<file path="src/rtl/stream_accu_pkg.sv">
// stream_accu_pkg: shared width helpers for stream_accu and its instantiating parents.
// Latency: n/a (constant functions only).
// Backpressure: n/a.
package stream_accu_pkg;

  // Output width of a group sum: REP beats of DATA_WIDTH bits cannot exceed
  // DATA_WIDTH + clog2(REP) bits. REP=1 collapses to DATA_WIDTH.
  function automatic int out_width(input int data_width, input int rep);
    return data_width + $clog2(rep);
  endfunction

  // Beat counter width; at least one bit so REP=1 still has a legal vector.
  function automatic int cnt_width(input int rep);
    return (rep > 1) ? $clog2(rep) : 1;
  endfunction

endpackage

</file>
<file path="src/rtl/stream_accu.sv">
// stream_accu: sums every REP consecutive unsigned input beats into one output word.
// Latency: 1 cycle from the group-closing beat to ovld.
// Backpressure: non-closing beats always accepted; a closing beat waits only while an
//   undelivered output is held (irdy = !ovld || ordy), so drain+close runs bubble-free.
//
// Ports:
//   clk, rst            rising-edge clock, synchronous active-high reset
//   idat/ivld/irdy      input beat stream (DATA_WIDTH bits, unsigned)
//   ilast               early group end (only with STREAM_ACCU_LAST_EN defined)
//   odat/ovld/ordy      group-sum stream (OUT_WIDTH bits)
//
// Optional feature: define STREAM_ACCU_LAST_EN to add ilast; an accepted beat with
// ilast=1 closes the group at any count. Default build: groups are exactly REP beats.
module stream_accu
  import stream_accu_pkg::*;
#(
  parameter  int DATA_WIDTH = 9,
  parameter  int REP        = 7,
  localparam int OUT_WIDTH  = out_width(DATA_WIDTH, REP)
) (
  input  logic                  clk,
  input  logic                  rst,
`ifdef STREAM_ACCU_LAST_EN
  input  logic                  ilast,
`endif
  input  logic [DATA_WIDTH-1:0] idat,
  input  logic                  ivld,
  output logic                  irdy,
  output logic [OUT_WIDTH-1:0]  odat,
  output logic                  ovld,
  input  logic                  ordy
);

  localparam int CNT_WIDTH = cnt_width(REP);

  logic [CNT_WIDTH-1:0] r_cnt;
  logic [OUT_WIDTH-1:0] r_acc;
  logic [OUT_WIDTH-1:0] r_odat;
  logic                 r_ovld;

  logic                 w_close;
  logic                 w_accept;
  logic [OUT_WIDTH-1:0] w_idat_ext;
  logic [OUT_WIDTH-1:0] w_sum;

  // The beat now on the input closes its group if it is the REP-th beat
  // (or flagged as last when the early-termination feature is built in).
`ifdef STREAM_ACCU_LAST_EN
  assign w_close = (r_cnt == CNT_WIDTH'(REP - 1)) || ilast;
`else
  assign w_close = (r_cnt == CNT_WIDTH'(REP - 1));
`endif

  // Only the closing beat needs the output register free; the drain and the
  // new write may happen on the same edge. Deliberately independent of ivld.
  assign irdy     = !rst && (!w_close || !r_ovld || ordy);
  assign w_accept = ivld && irdy;

  assign w_idat_ext = OUT_WIDTH'(idat);
  // First beat of a group loads instead of adding, so the accumulator never
  // needs clearing between groups.
  assign w_sum = (r_cnt == '0) ? w_idat_ext : (r_acc + w_idat_ext);

  always_ff @(posedge clk) begin
    if (rst) begin
      r_cnt  <= '0;
      r_acc  <= '0;
      r_odat <= '0;
      r_ovld <= 1'b0;
    end else begin
      if (r_ovld && ordy) begin
        r_ovld <= 1'b0;
      end
      if (w_accept) begin
        if (w_close) begin
          // Set after the drain above so a simultaneous drain+close keeps ovld high.
          r_odat <= w_sum;
          r_ovld <= 1'b1;
          r_cnt  <= '0;
          r_acc  <= '0;
        end else begin
          r_acc  <= w_sum;
          r_cnt  <= r_cnt + CNT_WIDTH'(1);
        end
      end
    end
  end

  assign odat = r_odat;
  assign ovld = r_ovld;

endmodule

</file>
<file path="config.mk">
export PLATFORM = sky130hd
export DESIGN_NAME = stream_accu
export DESIGN_NICKNAME = d
export VERILOG_FILES = /design/src/rtl/stream_accu_pkg.sv /design/src/rtl/stream_accu.sv
export SDC_FILE = /design/constraint.sdc
export NUM_CORES = 1
export LEC_CHECK = 0
export CORE_MARGIN = 3
export CORE_UTILIZATION = 40
export CTS_CLUSTER_DIAMETER = 200
export DETAILED_ROUTE_END_ITERATION = 16
export GPL_TIMING_DRIVEN = 0
export SETUP_SLACK_MARGIN = 0.02
export SLEW_MARGIN = 20
export SYNTH_ARGS = -nofsm -noshare
export SYNTH_HDL_FRONTEND = slang
export SYNTH_SLANG_ARGS = --single-unit
</file>
<file path="constraint.sdc">
create_clock -name clk -period 2.5 [get_ports clk]
set_input_delay 0.25 -clock clk [delete_from_list [all_inputs] [get_ports clk]]
set_output_delay 0.25 -clock clk [all_outputs]
set_load 0.02 [all_outputs]
</file>
==> metrics.yaml, run 1 <==
status: "completed"
yosys.area.top_type: "dfxtp_1"
postRouteAntennaNets: 0
tightest_slew_ps: 685
clockPowerShare: 0.336
setup_viol: 0
seq_area_frac_synth: 0.348
path_clk_slew_ps: 100
clkLatencyLatePin_ps: 270
numCtsBuffers: 3
htree_levels: 1
grt_pass1_wl_um: 6910
yosysMostFrequentCell: "nor2_1"
worstSetupStartpoint: "idat[1]"
synth_edf_count: 0
pwr-share-comb: 0.220
drt_iter0_markers: 109
ys_async_sr_fraction: 0
die_area_um2: 4820
ctsLongestPathBuffers: 2
netlist_area_um2: 1610
r2r_start: "r_acc[1]"
end_kind: "flip-flop"
slew_violations: 0
synth.area.top_cells: "dfxtp_1 (35%), ha_1 (7.0%), nor2_1 (7.0%)"
ys_ff_latch: 28
die_h_um: 69.4
drc: 0
crit_fanout: 5
seqPwrFrac: 0.444
ys_warn_count: 0
die_width_um: 69.4
synthCells: 205
viasPerCell: 5.43
synth-main-ff-cell: "dfxtp_1"
cts_tree: "done"
fin_setup_tns_ps: 0
arrival_ps: 2430
synth_top_area_share: 0.348
cp-start-kind: "input port"
clock_sinks: 28
post-place-ws_ps: 0.583
num_rows: 22
post_cts_buffers: 0
leakage_nw: 0.790
worst-r2r-setup-slack_ps: 400
core_um2: 3770
ir_drop_mv: 0.498
grt_overflow: 0
power.internal_w: 0.000775
root_buffer: "clkbuf_8"
critical_path_class: "input port to flip-flop"
antenna_found_initial: 0
nets: 259
dp_hpwl_um: 3240
synth_commonest_cells: "nor2_1 (30), dfxtp_1 (28), nand2_1 (22)"
ff2ff_path_depth: 7
first_pass_iters: 4
fmax_mhz: 449
buffer_ports.inserted: 26
setup_slack_ps: 273
grt.total_usage: 0.172
worstSetupEndpoint: "r_acc[11]"
p_sw_frac: 0.273
switching_power_w: 0.000291
dr_total_vias: 1537
start_util: 0.427
num_antenna_cells: 0
hold_path.startpoint: "odat[9]"
r2r_end: "r_acc[11]"
maxCapViolations: 0
synth_nets: 228
place_congestion: 0.849
hp-class: "flip-flop to flip-flop"
syn_to_final_growth_pct: 24.5
clock_skew_ps: 3.96
wl_per_cell_um: 14.6
yosysUniqueCellTypes: 39
final_util: 0.531
grt_max_degree: 17
grt_pass1_vias: 1465
powerDensity_nw_per_um2: 532
ios: 27
slew_headroom: 0.540
wl_um: 4140
fin_crit_sh: 0.891
hold_viol_final: 0
required_ps: 2700
fin_crit_ps: 2230
final_layout_size_suffix_gt1_frac: 0.0723
rsz0062_at_grt: "no"
synth_area_per_cell_um2: 7.85
power by group through the flow:
stage                     Sequential, W  Clock [W]  Combinational, W
after global routing           0.000475   0.000385          0.000263
after global placement         0.000483          0          0.000230
after detailed placement       0.000484          0          0.000235
after CTS                      0.000473   0.000364          0.000236
after floorplan                0.000481          0          0.000167
final                          0.000474   0.000358          0.000234
critical path, stage by stage:
cell and delay, ps:
clkdlybuf4s50_1 470, ha_1 310, a21o_1 130, nand4_1 220, a21oi_4 270, nor2_2 90, or4_1 510, a31oi_1 170
metrics by stage:
step,instance area [µm²],hold slack [ps],power [W],instances
6_report,2000,465,0.00107,283
4_1_cts,2000,465,0.00107,283
5_1_grt,2000,494,0.00112,283
3_3_place_gp,1930,442,0.000713,279
2_1_floorplan,1610,396,0.000648,205
3_5_place_dp,1930,451,0.000719,279
routing by layer:
layer	wire, µm	share of wire	global-route usage
met4	13	0.0031	0.0152
met3	209	0.051	0.0391
met2	2000	0.48	0.299
met5	0	0	0
met1	1910	0.46	0.226
what timing repair did:
action                     CTS  global route
hold buffers                 0             0
setup endpoints to repair    1             1
cloned                       0             0
resized for setup            1             2
cell families (layout without fill, tap and decap cells):
family          count (synthesis)  in the layout  share of synthesized area
flops                          28             28                      0.348
buf+inv                        11             41                     0.0288
simple gates                   89             89                      0.254
xor+xnor                        6              6                     0.0327
compound gates                 58             58                      0.234
mux                             3              3                     0.0194
fa+ha+maj                      10             10                     0.0824
how the worst min path moves through the flow:
stage	end	slack, ps	cells past startpoint
finish	odat[9]	470	2
detailed placement	odat[9]	450	2
global route	r_acc[8]	490	2
floorplan	r_acc[6]	400	2
global placement	r_acc[7]	440	2
CTS	odat[9]	460	2
layout make-up:
| cell class | instances | area [µm²] |
|---|---|---|
| clock buffer | 3 | 41.3 |
| clock inverter | 1 | 30.0 |
| multi-input combinational | 166 | 1000 |
| sequential | 28 | 561 |
| tap | 48 | 60.1 |
| timing repair buffer | 26 | 260 |
| fill | 361 | 1770 |
| inverter | 1 | 3.75 |
| buffer | 10 | 45.0 |
cell usage in the layout (no fill, tap or decap), drive strengths merged, types with 4 or more instances in the layout:
cell type,netlist,final
nor2,31,31
dfxtp,28,28
clkdlybuf4s50,0,26
nand2,23,23
a21oi,21,21
o21ai,13,13
nor3,11,11
nand3,9,9
ha,9,9
clkbuf,6,9
a211oi,8,8
a21o,6,6
buf,4,4
or3,4,4
flip-flops by register name (all words and copies together), names as in the netlist:
register / cells
odat: 12
ovld: 1
r_acc: 12
r_cnt: 3
Power figures use the tool's default switching activity.
==> run 2: changes to the inputs <==
--- a/config.mk
+++ b/config.mk
@@ -10,6 +10,7 @@
 export CTS_CLUSTER_DIAMETER = 200
 export DETAILED_ROUTE_END_ITERATION = 16
 export GPL_TIMING_DRIVEN = 0
+export RECOVER_POWER = 25
 export SETUP_SLACK_MARGIN = 0.02
 export SLEW_MARGIN = 20
 export SYNTH_ARGS = -nofsm -noshare
==> metrics.yaml, run 2 (synthesis results as in run 1) <==
p_total_w: 0.00107
num_rows: 22
numCtsBuffers: 3
place_congestion: 0.849
cpPeakStageDelay_ps: 510
use_met1: 0.226
ir_drop_mv: 0.497
fmax_mhz: 449
fin_crit_ps: 2230
grt_pass1_vias: 1465
path_clk_slew_ps: 100
clock_skew_ps: 4.08
required_ps: 2700
grt_overflow: 0
drc: 0
ctsHoldBuffers: 0
slowest_stage: "or4_1"
hp-class: "flip-flop to flip-flop"
tightest_slew_ps: 685
buffer_ports.inserted: 26
final_cell_mix: "nor2_1 (30), dfxtp_1 (28), nand2_1 (22), a21oi_1 (20), clkdlybuf4s50_1 (16)"
maxCapViolations: 0
first_pass_iters: 4
postRouteAntennaNets: 0
die_width_um: 69.4
powerDensity_nw_per_um2: 532
clkLatencyLatePin_ps: 270
nets: 259
critical_path_class: "input port to flip-flop"
clock_sinks: 28
leakage_nw: 0.822
wl_um: 4130
busiest_layer: "met2"
start_util: 0.427
dp_hpwl_um: 3240
slew_violations: 0
setup_viol: 0
met2_usage: 0.299
fin_setup_tns_ps: 0
grt_max_degree: 17
rsz0062_at_grt: "no"
die_h_um: 69.4
crit_fanout: 5
final_layout_size_suffix_gt1_frac: 0.0723
die_area_um2: 4820
syn_to_final_growth_pct: 24.5
slew_headroom: 0.540
wl_per_cell_um: 14.6
status: "completed"
core_um2: 3770
hold_viol_final: 0
dr_total_vias: 1537
htree_levels: 1
arrival_ps: 2430
drt_iter0_markers: 113
worstPathCellList: "clkdlybuf4s50_1 -> ha_1 -> a21o_1 -> nand4_1 -> a21oi_4 -> nor2_2 -> or4_1 -> a31oi_1"
grt.total_usage: 0.172
ios: 27
final_util: 0.531
ctsLongestPathBuffers: 2
antenna_found_initial: 0
grt_pass1_wl_um: 6910
use_met3: 0.0391
num-fill-cells: 361
root_buffer: "clkbuf_8"
cts_tree: "done"
end_kind: "flip-flop"
final_common_cell: "nor2_1"
cp-start-kind: "input port"
fin_crit_sh: 0.891
num_antenna_cells: 0
viasPerCell: 5.43
==> run 2: changes by cell type in the layout (fill, tap and decap cells not counted), sizes merged <==
| cell | delta |
|---|---|
| clkdlybuf4s50 | -10 |
| dlygate4sd3 | +10 |
==> run 2: area by class of cell <==
type | count | area (µm²) | area share
plain buffers | 10 | 45.0 | 0.0225
clock buffers | 3 | 41.3 | 0.0206
clock inverters | 1 | 30.0 | 0.0150
inverters | 1 | 3.75 | 0.00187
multi-input cells | 166 | 1000 | 0.500
flip-flops and latches | 28 | 561 | 0.280
well taps | 48 | 60.1 | 0.0300
repair buffers | 26 | 260 | 0.130
==> run 2: worst paths after layout <==
path	slack, ps	depth (start not counted)	from	to
setup / recovery	270	8	idat[1]	r_acc[11]
hold / removal	460	2	odat[9]	odat[9]
setup reg to reg	400	7	r_acc[1]	r_acc[11]
hold reg to reg	460	2	odat[9]	odat[9]
==> run 2: timing repair <==
action | in CTS | in global routing
setup endpoints to repair | 1 | 1
buffers inserted | 0 | 0
endpoints found under the hold margin | 0 | 0
resized for setup | 1 | 2
==> run 2: through the flow <==
stage	setup WS (ps)	cells	cell area [µm²]	hold slack [ps]
2_1_floorplan	625	205	1610	396
3_3_place_gp	3.81	279	1930	442
3_5_place_dp	0.583	279	1930	451
4_1_cts	155	283	2000	465
5_1_grt	119	283	2000	491
6_report	273	283	2000	463
==> run 2: critical path, delay by kind of cell <==
family / cells / cell delay [ps]
compound gates: 3 / 570
fa+ha+maj: 1 / 310
buf+inv: 1 / 470
simple gates: 3 / 820
==> run 2: where the power goes <==
group	switching (W)	internal [W]	leakage, nW
Sequential	0.0000116	0.000462	0.228
Combinational	0.000135	0.0000986	0.559
Clock	0.000143	0.000214	0.0357
Total	0.000290	0.000775	0.822
==> run 2: layer usage <==
layer  vias up  share of wire  wire, µm
met5         -              0         0
met4         0         0.0031        13
met3         2          0.051       209
met2        32           0.48      2000
met1       705           0.46      1910
li1        798              -         -
